**config.mk**
```make
export PLATFORM = sky130hd
export DESIGN_NAME = rx8b10b_dec
export DESIGN_NICKNAME = d
export VERILOG_FILES = /design/src/rtl/rx8b10b_pkg.sv /design/src/rtl/rx8b10b_lut.sv /design/src/rtl/rx8b10b_dec.sv
export SDC_FILE = /design/constraint.sdc
export NUM_CORES = 1
export LEC_CHECK = 0
export CAP_MARGIN = 20
export CORE_MARGIN = 5
export CORE_UTILIZATION = 54
export DETAILED_ROUTE_END_ITERATION = 8
export PLACE_DENSITY = 0.82
export SYNTH_ARGS = -nofsm -noshare
export SYNTH_HDL_FRONTEND = slang
export SYNTH_SLANG_ARGS = --single-unit
export TNS_END_PERCENT = 50
```
**constraint.sdc**
```tcl
create_clock -name i_Clk -period 4.55 [get_ports i_Clk]
set_clock_uncertainty 0.1 [all_clocks]
set_input_delay 0.455 -clock i_Clk [delete_from_list [all_inputs] [get_ports i_Clk]]
set_output_delay 0.455 -clock i_Clk [all_outputs]
set_load 0.005 [all_outputs]
```
**src/rtl/rx8b10b_pkg.sv**
```systemverilog
// Shared constants and helpers for the 8b/10b receive decoder: K28.5 comma
// forms, running-disparity encoding and sub-block disparity classes.
package rx8b10b_pkg;

  localparam logic [9:0] K28_5_RDN = 10'h17C;
  localparam logic [9:0] K28_5_RDP = 10'h283;

  localparam logic RD_NEG = 1'b0;
  localparam logic RD_POS = 1'b1;

  typedef enum logic [2:0] {
    DISP_NEUTRAL   = 3'd0,
    DISP_POS2      = 3'd1,
    DISP_NEG2      = 3'd2,
    DISP_FORCE_POS = 3'd3,
    DISP_FORCE_NEG = 3'd4
  } disp_class_e;

  function automatic logic rd_after(input disp_class_e cls, input logic rd);
    case (cls)
      DISP_POS2, DISP_FORCE_POS: return RD_POS;
      DISP_NEG2, DISP_FORCE_NEG: return RD_NEG;
      default:                   return rd;
    endcase
  endfunction

  // 000111 / 0011 are only transmitted from RD+ and 111000 / 1100 from RD-,
  // so a forcing block is wrong when it arrives on the opposite RD.
  function automatic logic disp_err(input disp_class_e cls, input logic rd);
    return ((cls == DISP_POS2)      && (rd == RD_POS)) ||
           ((cls == DISP_NEG2)      && (rd == RD_NEG)) ||
           ((cls == DISP_FORCE_POS) && (rd == RD_NEG)) ||
           ((cls == DISP_FORCE_NEG) && (rd == RD_POS));
  endfunction

endpackage

```
**src/rtl/rx8b10b_lut.sv**
```systemverilog
// Combinational 6b/5b and 4b/3b lookup: decoded bits, K flag, code validity
// and the disparity class of each sub-block.
module rx8b10b_lut
  import rx8b10b_pkg::*;
(
  input  logic [9:0]  code,
  output logic [4:0]  dec5,
  output logic [2:0]  dec3,
  output logic        is_k,
  output logic        valid,
  output disp_class_e disp6,
  output disp_class_e disp4
);

  logic [5:0] s6;   // {a,b,c,d,e,i}, a in the MSB
  logic [3:0] f4;   // {f,g,h,j}, f in the MSB
  logic [3:0] f4_eff;
  logic       ok6, k28, kable, a7, p7, d_a7, p7_bad;

  for (genvar gi = 0; gi < 6; gi++) begin : g_s6
    assign s6[5-gi] = code[gi];
  end
  for (genvar gi = 0; gi < 4; gi++) begin : g_f4
    assign f4[3-gi] = code[6+gi];
  end

  always_comb begin
    ok6  = 1'b1;
    dec5 = 5'd0;
    case (s6)
      6'b100111, 6'b011000: dec5 = 5'd0;
      6'b011101, 6'b100010: dec5 = 5'd1;
      6'b101101, 6'b010010: dec5 = 5'd2;
      6'b110001:            dec5 = 5'd3;
      6'b110101, 6'b001010: dec5 = 5'd4;
      6'b101001:            dec5 = 5'd5;
      6'b011001:            dec5 = 5'd6;
      6'b111000, 6'b000111: dec5 = 5'd7;
      6'b111001, 6'b000110: dec5 = 5'd8;
      6'b100101:            dec5 = 5'd9;
      6'b010101:            dec5 = 5'd10;
      6'b110100:            dec5 = 5'd11;
      6'b001101:            dec5 = 5'd12;
      6'b101100:            dec5 = 5'd13;
      6'b011100:            dec5 = 5'd14;
      6'b010111, 6'b101000: dec5 = 5'd15;
      6'b011011, 6'b100100: dec5 = 5'd16;
      6'b100011:            dec5 = 5'd17;
      6'b010011:            dec5 = 5'd18;
      6'b110010:            dec5 = 5'd19;
      6'b001011:            dec5 = 5'd20;
      6'b101010:            dec5 = 5'd21;
      6'b011010:            dec5 = 5'd22;
      6'b111010, 6'b000101: dec5 = 5'd23;
      6'b110011, 6'b001100: dec5 = 5'd24;
      6'b100110:            dec5 = 5'd25;
      6'b010110:            dec5 = 5'd26;
      6'b110110, 6'b001001: dec5 = 5'd27;
      6'b001110, 6'b001111, 6'b110000: dec5 = 5'd28;
      6'b101110, 6'b010001: dec5 = 5'd29;
      6'b011110, 6'b100001: dec5 = 5'd30;
      6'b101011, 6'b010100: dec5 = 5'd31;
      default:              ok6  = 1'b0;
    endcase

    // The RD+ form of K28 complements the whole 4b block, which swaps the
    // meaning of the alternating codes (x.1/x.6, x.2/x.5).
    f4_eff = (s6 == 6'b110000) ? ~f4 : f4;
    dec3   = 3'd0;
    case (f4_eff)
      4'b1011, 4'b0100:                   dec3 = 3'd0;
      4'b1001:                            dec3 = 3'd1;
      4'b0101:                            dec3 = 3'd2;
      4'b1100, 4'b0011:                   dec3 = 3'd3;
      4'b1101, 4'b0010:                   dec3 = 3'd4;
      4'b1010:                            dec3 = 3'd5;
      4'b0110:                            dec3 = 3'd6;
      4'b1110, 4'b0001, 4'b0111, 4'b1000: dec3 = 3'd7;
      default:                            dec3 = 3'd0;
    endcase

    k28   = (s6 == 6'b001111) || (s6 == 6'b110000);
    kable = (s6 == 6'b111010) || (s6 == 6'b000101) || (s6 == 6'b110110) ||
            (s6 == 6'b001001) || (s6 == 6'b101110) || (s6 == 6'b010001) ||
            (s6 == 6'b011110) || (s6 == 6'b100001);
    a7    = (f4 == 4'b0111) || (f4 == 4'b1000);
    p7    = (f4 == 4'b1110) || (f4 == 4'b0001);
    d_a7  = ((f4 == 4'b0111) && (s6 == 6'b100011 || s6 == 6'b010011 || s6 == 6'b001011)) ||
            ((f4 == 4'b1000) && (s6 == 6'b110100 || s6 == 6'b101100 || s6 == 6'b011100));
    // P7 after e=i would build a run of five; K28.7 only exists in A7 form.
    p7_bad = ((f4 == 4'b1110) && s6[1] && s6[0]) ||
             ((f4 == 4'b0001) && !s6[1] && !s6[0]) ||
             (k28 && p7);

    valid = ok6 && (f4 != 4'b0000) && (f4 != 4'b1111) && !p7_bad &&
            (!a7 || k28 || kable || d_a7);
    is_k  = k28 || (kable && a7);

    if (s6 == 6'b000111)       disp6 = DISP_FORCE_POS;
    else if (s6 == 6'b111000)  disp6 = DISP_FORCE_NEG;
    else if ($countones(s6) > 3) disp6 = DISP_POS2;
    else if ($countones(s6) < 3) disp6 = DISP_NEG2;
    else                       disp6 = DISP_NEUTRAL;

    if (f4 == 4'b0011)         disp4 = DISP_FORCE_POS;
    else if (f4 == 4'b1100)    disp4 = DISP_FORCE_NEG;
    else if ($countones(f4) > 2) disp4 = DISP_POS2;
    else if ($countones(f4) < 2) disp4 = DISP_NEG2;
    else                       disp4 = DISP_NEUTRAL;
  end

endmodule

```
**src/rtl/rx8b10b_dec.sv**
```systemverilog
// Registered 8b/10b receive decoder: running-disparity tracking, same-cycle
// error flags for the sync state machine, registered byte output, error counters.
module rx8b10b_dec
  import rx8b10b_pkg::*;
#(
  parameter int CNT_W = 16
) (
  input  logic             i_Clk,
  input  logic             i_Rst,
  input  logic             i_RxDecEn,
  input  logic [9:0]       i_RxData,
  input  logic             i_RxSyncLock,
  input  logic             i_RxDispChkEn,
  input  logic             i_RxErrCntClr,
  output logic             o_RxNotInTable,
  output logic             o_RxDispErr,
  output logic [7:0]       o_RxData,
  output logic             o_RxIsK,
  output logic             o_RxIsComma,
  output logic             o_RxCodeErr,
  output logic             o_RxValid,
  output logic             o_RxRunDisp,
  output logic [CNT_W-1:0] o_RxNitCnt,
  output logic [CNT_W-1:0] o_RxDispErrCnt
);

  logic [4:0]  dec5;
  logic [2:0]  dec3;
  logic        lut_k, lut_valid;
  disp_class_e disp6, disp4;

  logic             rd_reg, rd6, rd_next, resync, nit, derr, comma;
  logic [7:0]       data_reg;
  logic             k_reg, comma_reg, cerr_reg, valid_reg;
  logic [CNT_W-1:0] nit_cnt_reg, derr_cnt_reg;

  rx8b10b_lut u_lut (
    .code  (i_RxData),
    .dec5  (dec5),
    .dec3  (dec3),
    .is_k  (lut_k),
    .valid (lut_valid),
    .disp6 (disp6),
    .disp4 (disp4)
  );

  always_comb begin
    rd6    = rd_after(disp6, rd_reg);
    resync = !i_RxSyncLock && ((i_RxData == K28_5_RDN) || (i_RxData == K28_5_RDP));
    // While hunting for sync, a K28.5 re-seeds RD instead of being judged by it.
    if (resync)
      rd_next = (i_RxData == K28_5_RDN) ? RD_POS : RD_NEG;
    else
      rd_next = rd_after(disp4, rd6);
    nit   = i_RxDecEn && !lut_valid;
    derr  = i_RxDecEn && i_RxDispChkEn && !resync &&
            (disp_err(disp6, rd_reg) || disp_err(disp4, rd6));
    comma = lut_valid && lut_k && (dec5 == 5'd28) &&
            ((dec3 == 3'd1) || (dec3 == 3'd5) || (dec3 == 3'd7));
  end

  always_ff @(posedge i_Clk) begin
    if (i_Rst) begin
      rd_reg    <= RD_NEG;
      data_reg  <= '0;
      k_reg     <= 1'b0;
      comma_reg <= 1'b0;
      cerr_reg  <= 1'b0;
      valid_reg <= 1'b0;
    end else if (i_RxDecEn) begin
      rd_reg    <= rd_next;
      data_reg  <= {dec3, dec5};
      k_reg     <= lut_valid && lut_k;
      comma_reg <= comma;
      cerr_reg  <= nit || derr;
      valid_reg <= 1'b1;
    end else begin
      valid_reg <= 1'b0;
    end
  end

  // nit/derr already carry the enable, so only lock gates counting here.
  always_ff @(posedge i_Clk) begin
    if (i_Rst || i_RxErrCntClr) begin
      nit_cnt_reg  <= '0;
      derr_cnt_reg <= '0;
    end else if (i_RxSyncLock) begin
      if (nit && (nit_cnt_reg != '1))
        nit_cnt_reg <= nit_cnt_reg + CNT_W'(1);
      if (derr && (derr_cnt_reg != '1))
        derr_cnt_reg <= derr_cnt_reg + CNT_W'(1);
    end
  end

  assign o_RxNotInTable = nit;
  assign o_RxDispErr    = derr;
  assign o_RxData       = data_reg;
  assign o_RxIsK        = k_reg;
  assign o_RxIsComma    = comma_reg;
  assign o_RxCodeErr    = cerr_reg;
  assign o_RxValid      = valid_reg;
  assign o_RxRunDisp    = rd_reg;
  assign o_RxNitCnt     = nit_cnt_reg;
  assign o_RxDispErrCnt = derr_cnt_reg;

endmodule

```
==> impl_metrics.csv, run 1 <==
group,metric,value,unit
clock_network,clockBufferDepth,2,
routing,first_iter_violations,358,
power_and_ir_drop,power.internal,666,uW
critical_path,cp_common_cell,"inv_1",
critical_path,r2r_cells,7,
clock_network,cts_resized,0,
cells_and_area,n_fill_cell,551,
timing,fin_crit,4.14,ns
floorplan,die_h,90.3,um
synthesis,synth-seq-cells,45,
cells_and_area,antennaDiodeCount,0,
synthesis,async_reset_ff_frac,0,
placed_design,dp_cells,580,
critical_path,worstReg2RegEnd,"o_RxNitCnt[14]$_SDFFE_PP0P_",
synthesis,yosysMostFrequentCell,"nand2_1",
timing,rsz0062_at_grt,"false",
clock_network,ctsHoldBuffers,0,
cells_and_area,layout-drive-gt1-share,0.0431,
flow_run,maxCapViolations,0,
clock_network,cts_made_buffers,5,
clock_network,tritoncts,"done",
critical_path,critPathRequiredTime,3.99,ns
timing,max_freq,242,MHz
critical_path,crit_path_cell_trace,"clkdlybuf4s50_1 -> inv_1 -> ha_1 -> ha_1 -> inv_1 -> fa_1 -> nand2b_1 -> a32oi_1 -> o21a_1 -> o41ai_4 -> inv_1 -> clkdlybuf4s50_1",
synthesis,synth-edff-count,0,
critical_path,cp_slowest_stage_delay,0.65,ns
min_path,holdPathEnd,"o_RxIsK$_SDFFE_PP0P_",
global_routing,grt_max_degree,31,
power_and_ir_drop,switchingPower,288,uW
floorplan,initial_utilization,0.552,
cells_and_area,stdcell_count,588,
floorplan,dieArea,8160,um2
clock_network,htreeDepth,2,
floorplan,row_count,29,
cells_and_area,area_delta_synth_final,21.3,%
global_routing,antenna_found_initial,0,
critical_path,worst_setup_path_end_kind,"output pin",
power_and_ir_drop,powerDensity,226,nW/um2
routing,wl_per_cell,16.4,um
synthesis,yosys.cell_types.count,62,
timing,slew_violations,0,
timing,tightest_slew,0.785,ns
synthesis,ys.flop_type,"dfxtp_1",
routing,viasPerCell,6.40,
synthesis,synth_area_leaders,"dfxtp_1 (26%), ha_1 (9.3%), nand2_1 (5.0%)",
synthesis,yosys-top-cells-count,"nand2_1 (46), dfxtp_1 (45), nor2_1 (34)",
floorplan,ios,63,
cells_and_area,nNetsFinal,555,
power_and_ir_drop,sw_frac_of_total,0.302,
critical_path,cp.buffers_inverters,5,
clock_network,post_cts_buffers,0,
synthesis,synth.largest_area_cell,"dfxtp_1",
timing,setup_violations,0,
synthesis,synthDominantCellAreaShare,0.259,
cells_and_area,final_util,0.669,
critical_path,critPathKind,"primary input to output pin",
floorplan,fp.coreArea,6310,um2
clock_network,clkLatencyLatePin,0.30,ns
routing,drtPass1Iterations,6,
critical_path,cp-start-kind,"primary input",
synthesis,synthCells,465,
placed_design,dpl.hpwl,7070,um
critical_path,worst_path_dominant_cell_family,"buffers and inverters",
synthesis,syn_area,3480,um2
critical_path,ff2ff_setup_slack,1.95,ns
floorplan,chipWidth,90.3,um
placed_design,gp_congestion,0.984,
synthesis,yosys_warnings,0,
min_path,hp-class,"flip-flop to flip-flop",
synthesis,synth_nets,510,
critical_path,timing.rr.start,"o_RxNitCnt[0]$_SDFFE_PP0P_",
cells_and_area,seq_area,901,um2
outcome,status,"completed",
clock_network,cts_root_buf,"clkbuf_8",
routing,antenna_left,0,
clock_network,clk_pin_slew,0.07,ns
timing,whs,0.386,ns
synthesis,syn_area_per_cell,7.49,um2
critical_path,path_max_fanout,10,
routing,drc,0,
routing,vias,3764,
global_routing,grt_overflow,0,
global_routing,grt_first_pass_wirelength,16000,um
power_and_ir_drop,clock_power_share,0.317,
global_routing,grt.total_usage,0.226,
power_and_ir_drop,leakage,1.53,nW
critical_path,arrival,3.59,ns
power_and_ir_drop,combPwrFrac,0.254,
timing,hold_violations,0,
cells_and_area,multi_input_area,2340,um2
power_and_ir_drop,vdd_ir_drop_max,0.181,mV
critical_path,cpMaxStageDelayCell,"clkdlybuf4s50_1",
placed_design,io_buffers,62,
min_path,whs_path_depth,2,
min_path,hp-start,"o_RxIsK$_SDFFE_PP0P_",
clock_network,clock-sinks,45,
global_routing,grt_pass1_vias,3519,
timing,slew_headroom,0.470,
power_and_ir_drop,seqPwrFrac,0.429,
routing,wirelength,9650,um
timing,finalCritPeriodShare,0.910,
timing,tns,0,ns
synthesis,synth_seq_area_share,0.259,
-- logic make-up after synthesis --
family                   after synthesis  synth area share
AND/OR/NAND/NOR                      187             0.275
multiplexers                           2           0.00575
AO/OA/AOI/OAI                        133             0.255
buffers and inverters                 60            0.0725
adder cells (fa/ha/maj)               29             0.111
XOR/XNOR                               9            0.0226
flip-flops                            45             0.259
-- how the worst max path moves through the flow --
| stage | startpoint | slack, ns | depth (start not counted) | endpoint |
|---|---|---|---|---|
| 4_1_cts | i_RxData[0] | 0.39 | 14 | o_RxDispErr |
| 5_1_grt | i_RxData[4] | 0.15 | 12 | o_RxDispErr |
| 6_report | i_RxData[9] | 0.41 | 12 | o_RxDispErr |
| 2_1_floorplan | i_RxData[4] | 0.93 | 12 | o_RxDispErr |
| 3_3_place_gp | i_RxData[9] | 0.49 | 12 | o_RxDispErr |
| 3_5_place_dp | i_RxData[0] | 0.37 | 14 | o_RxDispErr |
-- layout by cell type (no fill, tap or decap), drive strengths merged, types with 5 or more instances in the layout --
master and n:
clkdlybuf4s50 62, nand2 46, dfxtp 45, nor2 36
nand3 33, a21oi 32, inv 30, o21ai 30
ha 26, or3 15, and3 12, or4 11
o211ai 10, nand4 8, o31ai 8, xnor2 8
a211oi 8, a22o 7, nor3 6, a22oi 6
nor4 6, clkbuf 6, buf 5
-- power by group through the flow --
stage / Sequential (mW) / Clock, mW / Combinational, mW
6_report: 0.410 / 0.302 / 0.242
5_1_grt: 0.411 / 0.319 / 0.265
4_1_cts: 0.410 / 0.309 / 0.239
3_5_place_dp: 0.418 / 0 / 0.238
3_3_place_gp: 0.418 / 0 / 0.230
2_1_floorplan: 0.417 / 0 / 0.159
-- state kept, by name, indices dropped and copies added (netlist names) --
name and count:
o_RxDispErrCnt 16, o_RxNitCnt 16, o_RxData 8, o_RxCodeErr 1, o_RxIsComma 1, o_RxIsK 1, o_RxRunDisp 1, o_RxValid 1
-- layer usage --
| layer | track usage | up-vias | wire, um |
|---|---|---|---|
| met5 | 0 | - | 0 |
| met4 | 0.0782 | 0 | 199 |
| met3 | 0.0450 | 26 | 841 |
| met2 | 0.363 | 194 | 4330 |
| met1 | 0.301 | 1745 | 4270 |
| li1 | - | 1799 | - |
-- layout make-up --
cell class / count / share of cell area
Clock buffer: 6 / 0.0172
Clock inverter: 2 / 0.00918
Inverter: 31 / 0.0275
Multi-Input combinational cell: 360 / 0.554
Sequential cell: 45 / 0.213
Tap cell: 77 / 0.0228
Timing Repair Buffer: 67 / 0.156
-- through the flow --
stage	worst slack, ns	instance area [um2]	total power, mW
after floorplan	0.932	3480	0.576
after global routing	0.145	4230	0.994
final	0.409	4230	0.954
after CTS	0.387	4230	0.958
after detailed placement	0.373	4110	0.657
after global placement	0.493	4110	0.649
-- tightest hold or removal path: stages, from the launching register on --
cell and delay [ns]:
dfxtp_1 0.33, nand2_1 0.06, a21oi_1 0.05
(Power assumes the default switching activity.)
==> run 2, diff against run 1 <==
Settings changed: CORE_UTILIZATION 54 to 42, PLACE_DENSITY 0.82 to 0.66.
==> run 2 against run 1 <==
- power shrank 4.9%
- sequential share of layout area is 0.20 points lower
- non-clock buffer count up 5
- largest cell class unchanged
- clock-buffer cell count shrank 1
- routed wire length about the same
- cell count grew 5.6%
- global-route usage fell by 3.3 points
- via count down 1.5%
- critical path type unchanged
- largest power group unchanged
==> impl_metrics.csv, run 2 (synthesized netlist as in run 1, its figures left out) <==
group,metric,value,unit
outcome,status,"completed",
placed_design,io_buffers,62,
clock_network,clock-sinks,45,
min_path,hp-class,"flip-flop to flip-flop",
clock_network,cts_made_buffers,5,
clock_network,cts_root_buf,"clkbuf_8",
power_and_ir_drop,power.internal,611,uW
clock_network,htreeDepth,2,
clock_network,clk_pin_slew,0.10,ns
critical_path,critPathRequiredTime,3.99,ns
routing,first_iter_violations,292,
routing,drtPass1Iterations,6,
clock_network,ctsHoldBuffers,0,
floorplan,ios,63,
power_and_ir_drop,combPwrFrac,0.266,
clock_network,cts_resized,0,
cells_and_area,antennaDiodeCount,0,
timing,slew_violations,0,
cells_and_area,layout_commonest_cell,"clkdlybuf4s50_1",
routing,viasPerCell,5.97,
critical_path,arrival,3.69,ns
timing,tns,0,ns
timing,tightest_slew,0.706,ns
cells_and_area,seq_area,901,um2
floorplan,row_count,33,
power_and_ir_drop,switchingPower,295,uW
power_and_ir_drop,vdd_ir_drop_max,0.115,mV
routing,drc,0,
critical_path,critPathKind,"primary input to output pin",
timing,rsz0062_at_grt,"false",
global_routing,grt_max_degree,31,
critical_path,worst_setup_path_end_kind,"output pin",
placed_design,gp_congestion,0.920,
cells_and_area,layout_common_cells,"clkdlybuf4s50_1 (62), nand2_1 (46), dfxtp_1 (45)",
power_and_ir_drop,seqPwrFrac,0.451,
global_routing,grt.total_usage,0.193,
global_routing,antenna_found_initial,0,
power_and_ir_drop,sw_frac_of_total,0.326,
floorplan,die_h,101,um
timing,max_freq,235,MHz
cells_and_area,area_delta_synth_final,22.4,%
clock_network,clockBufferDepth,2,
timing,hold_violations,0,
critical_path,cp-start-kind,"primary input",
clock_network,clkLatencyLatePin,0.31,ns
cells_and_area,nNetsFinal,560,
routing,vias,3708,
global_routing,grt_overflow,0,
power_and_ir_drop,powerDensity,213,nW/um2
floorplan,fp.coreArea,8130,um2
placed_design,dpl.hpwl,7230,um
placed_design,pre_cts_ws,0.301,ns
timing,setup_violations,0,
timing,fin_crit,4.25,ns
timing,finalCritPeriodShare,0.934,
floorplan,chipWidth,101,um
flow_run,maxCapViolations,0,
routing,wirelength,9650,um
cells_and_area,n_fill_cell,798,
cells_and_area,multi_input_area,2330,um2
global_routing,grt_first_pass_wirelength,16300,um
floorplan,dieArea,10200,um2
clock_network,tritoncts,"done",
cells_and_area,final_util,0.524,
routing,wl_per_cell,15.5,um
clock_network,post_cts_buffers,0,
floorplan,initial_utilization,0.428,
routing,antenna_left,0,
timing,worst_slack,0.300,ns
cells_and_area,layout-drive-gt1-share,0.0543,
global_routing,grt_pass1_vias,3387,
timing,slew_headroom,0.523,
critical_path,path_max_fanout,10,
power_and_ir_drop,leakage,1.54,nW
power_and_ir_drop,clock_power_share,0.283,
## run 2: changes by cell type in the layout (fill, tap and decap cells not counted), sizes merged
cell      before  now
bufinv         1    0
buf            5   10
clkbuf         6    5
clkinvlp       0    1
inv           30   31
## run 2: worst paths after layout
path | start | end | slack (ns) | cells past startpoint
min | o_RxIsK$_SDFFE_PP0P_ | o_RxIsK$_SDFFE_PP0P_ | 0.37 | 2
max reg2reg | o_RxNitCnt[0]$_SDFFE_PP0P_ | o_RxNitCnt[12]$_SDFFE_PP0P_ | 1.89 | 7
min reg2reg | o_RxIsK$_SDFFE_PP0P_ | o_RxIsK$_SDFFE_PP0P_ | 0.37 | 2
max | i_RxData[9] | o_RxDispErr | 0.30 | 12
## run 2: cell type report
cell class / instances / share of cell area
Clock buffer: 5 / 0.0161
Clock inverter: 3 / 0.00499
Inverter: 31 / 0.0273
Multi-Input combinational cell: 360 / 0.546
Sequential cell: 45 / 0.211
Tap cell: 105 / 0.0308
Timing Repair Buffer: 72 / 0.163
## run 2: critical path: stages
cell and delay [ns]:
clkdlybuf4s50_1 0.63, inv_1 0.17, ha_1 0.34, ha_1 0.15
inv_1 0.05, fa_1 0.52, nand2b_1 0.13, a32oi_1 0.10
o21a_1 0.12, o41ai_2 0.47, inv_1 0.09, clkdlybuf4s50_1 0.47
## run 2: power groups by stage
| stage | combinational [mW] | clock, mW | sequential [mW] |
|---|---|---|---|
| floorplan | 0.159 | 0 | 0.417 |
| global placement | 0.237 | 0 | 0.418 |
| detailed placement | 0.239 | 0 | 0.418 |
| CTS | 0.240 | 0.263 | 0.409 |
| global route | 0.268 | 0.279 | 0.410 |
| finish | 0.241 | 0.256 | 0.409 |
## run 2: through the flow
stage | cell area [um2] | instances | hold WS (ns) | power [mW]
floorplan | 3480 | 465 | 0.360 | 0.576
global placement | 4180 | 613 | 0.356 | 0.655
detailed placement | 4180 | 613 | 0.359 | 0.657
CTS | 4270 | 621 | 0.374 | 0.912
global route | 4270 | 621 | 0.408 | 0.957
finish | 4270 | 621 | 0.369 | 0.907
## run 2: layer usage
metal | vias to the layer above | global-route usage | wire length [um]
met5 | - | 0 | 0
met4 | 0 | 0.0593 | 149
met3 | 16 | 0.0263 | 696
met2 | 145 | 0.314 | 4570
met1 | 1727 | 0.264 | 4230
li1 | 1820 | - | -
==> run 3, diff against run 2 <==
Settings changed: PLACE_DENSITY 0.66 to 0.64.
==> run 3 against run 2 <==
- register-to-register slack improved by 0.04 ns
- combinational power rose by 3%
- worst setup slack improved by 0.072 ns
- sequential share of layout area fell by 0.16 points
- first-iteration DRC count fell by 24%
- largest power group unchanged
- highest routed layer unchanged
==> impl_metrics.csv, run 3 (synthesized netlist as in run 1, its figures left out) <==
group,metric,value,unit
clock_network,ctsHoldBuffers,0,
clock_network,cts_made_buffers,5,
critical_path,crit_path_cell_trace,"clkdlybuf4s50_1 -> inv_1 -> ha_1 -> ha_1 -> inv_1 -> fa_1 -> nand2b_1 -> a32oi_1 -> o21a_1 -> o41ai_4 -> inv_1 -> clkdlybuf4s50_1",
floorplan,dieArea,10200,um2
routing,drt-met1-wl,4470,um
routing,viasPerCell,5.99,
routing,wl_met3,654,um
timing,setup_violations,0,
clock_network,post_cts_buffers,0,
outcome,status,"completed",
timing,hold_violations,0,
critical_path,timing.rr.start,"o_RxNitCnt[0]$_SDFFE_PP0P_",
critical_path,crit_start,"i_RxData[9]",
cells_and_area,n_fill_cell,791,
placed_design,io_buffers,62,
routing,vias,3718,
min_path,hp-class,"flip-flop to flip-flop",
timing,whs,0.387,ns
global_routing,grt_overflow,0,
floorplan,row_count,33,
routing,wirelength,9940,um
cells_and_area,layout-drive-gt1-share,0.0523,
timing,rsz0062_at_grt,"false",
cells_and_area,layout_commonest_cell,"clkdlybuf4s50_1",
clock_network,cts_root_buf,"clkbuf_8",
floorplan,die_h,101,um
routing,first_iter_violations,222,
clock_network,tritoncts,"done",
floorplan,ios,63,
cells_and_area,layout_common_cells,"clkdlybuf4s50_1 (62), nand2_1 (46), dfxtp_1 (45)",
critical_path,cp_common_cell,"inv_1",
power_and_ir_drop,powerDensity,223,nW/um2
timing,max_freq,239,MHz
timing,slew_violations,0,
cells_and_area,nNetsFinal,560,
timing,tns,0,ns
routing,routed-wl-met2,4710,um
cells_and_area,area_delta_synth_final,23.3,%
placed_design,dpl.hpwl,7490,um
global_routing,grt_pass1_vias,3511,
critical_path,cp-start-kind,"primary input",
routing,drtPass1Iterations,5,
min_path,hp-start,"o_RxData[2]$_SDFFE_PP0P_",
cells_and_area,antennaDiodeCount,0,
global_routing,grt_first_pass_wirelength,17200,um
clock_network,cts_resized,0,
flow_run,maxCapViolations,0,
floorplan,initial_utilization,0.428,
timing,finalCritPeriodShare,0.918,
critical_path,critPathKind,"primary input to output pin",
routing,antenna_left,0,
critical_path,path_max_fanout,10,
floorplan,fp.coreArea,8130,um2
critical_path,cpMaxStageDelayCell,"clkdlybuf4s50_1",
global_routing,grt_max_degree,31,
critical_path,critPathRequiredTime,3.99,ns
clock_network,htreeDepth,2,
power_and_ir_drop,vdd_ir_drop_max,0.126,mV
clock_network,clkLatencyLatePin,0.30,ns
routing,top_layer,"met4",
critical_path,cp_slowest_stage_delay,0.64,ns
clock_network,clk_pin_slew,0.08,ns
timing,slew_headroom,0.505,
power_and_ir_drop,leakage,1.55,nW
placed_design,gp_congestion,0.941,
routing,drc,0,
clock_network,clock-sinks,45,
global_routing,antenna_found_initial,0,
critical_path,arrival,3.62,ns
floorplan,chipWidth,101,um
timing,tightest_slew,0.732,ns
clock_network,clockBufferDepth,2,
routing,wl_per_cell,16.0,um
global_routing,grt.total_usage,0.199,
timing,fin_crit,4.18,ns
critical_path,worst_setup_path_end_kind,"output pin",
run 3: changes by cell type in the layout (fill, tap and decap cells not counted):
| cell | before | now |
|---|---|---|
| bufinv_16 | 0 | 1 |
| clkinv_4 | 0 | 1 |
| clkbuf_1 | 0 | 1 |
| o41ai_2 | 1 | 0 |
| clkinv_2 | 1 | 0 |
| clkinvlp_4 | 1 | 0 |
| inv_6 | 1 | 0 |
| o41ai_4 | 0 | 1 |
run 3: stage by stage:
stage,util,area [um2],worst slack [ns],power [mW],instances
6_report,0.528,4300,0.372,0.960,621
5_1_grt,0.528,4300,0.111,1.02,621
4_1_cts,0.528,4300,0.356,0.968,621
3_5_place_dp,0.515,4190,0.370,0.664,613
3_3_place_gp,0.515,4190,0.416,0.660,613
2_1_floorplan,-,3480,0.932,0.576,465
run 3: power by group:
| part | total (mW) | switching [mW] | internal [mW] |
|---|---|---|---|
| Sequential | 0.409 | 0.00697 | 0.402 |
| Combinational | 0.248 | 0.147 | 0.101 |
| Clock | 0.302 | 0.138 | 0.165 |
run 3: final cells by class:
| class | count | area, um2 | area share |
|---|---|---|---|
| clock buffer | 6 | 72.6 | 0.0169 |
| clock inverter | 2 | 38.8 | 0.00902 |
| inverter | 31 | 116 | 0.0271 |
| multi-input combinational | 360 | 2340 | 0.545 |
| sequential | 45 | 901 | 0.210 |
| tap | 105 | 131 | 0.0306 |
| timing repair buffer | 72 | 696 | 0.162 |
run 3: worst paths after layout:
path / depth (start not counted) / slack (ns) / end
hold reg to reg: 2 / 0.39 / o_RxData[2]$_SDFFE_PP0P_
setup / recovery: 12 / 0.37 / o_RxDispErr
setup reg to reg: 7 / 1.93 / o_RxNitCnt[12]$_SDFFE_PP0P_
hold / removal: 2 / 0.39 / o_RxData[2]$_SDFFE_PP0P_
run 3: metal layers:
| metal | GRT usage | up-vias |
|---|---|---|
| met3 | 0.0208 | 9 |
| met4 | 0.0481 | 0 |
| met2 | 0.326 | 136 |
| met5 | 0 | - |
| li1 | - | 1806 |
| met1 | 0.281 | 1767 |
run 3: worst max-delay path: cells and delay by family:
family                   cells  cell delay (ns)
buffers and inverters        5             1.38
AO/OA/AOI/OAI                3             0.70
AND/OR/NAND/NOR              1             0.11
adder cells (fa/ha/maj)      3             0.97
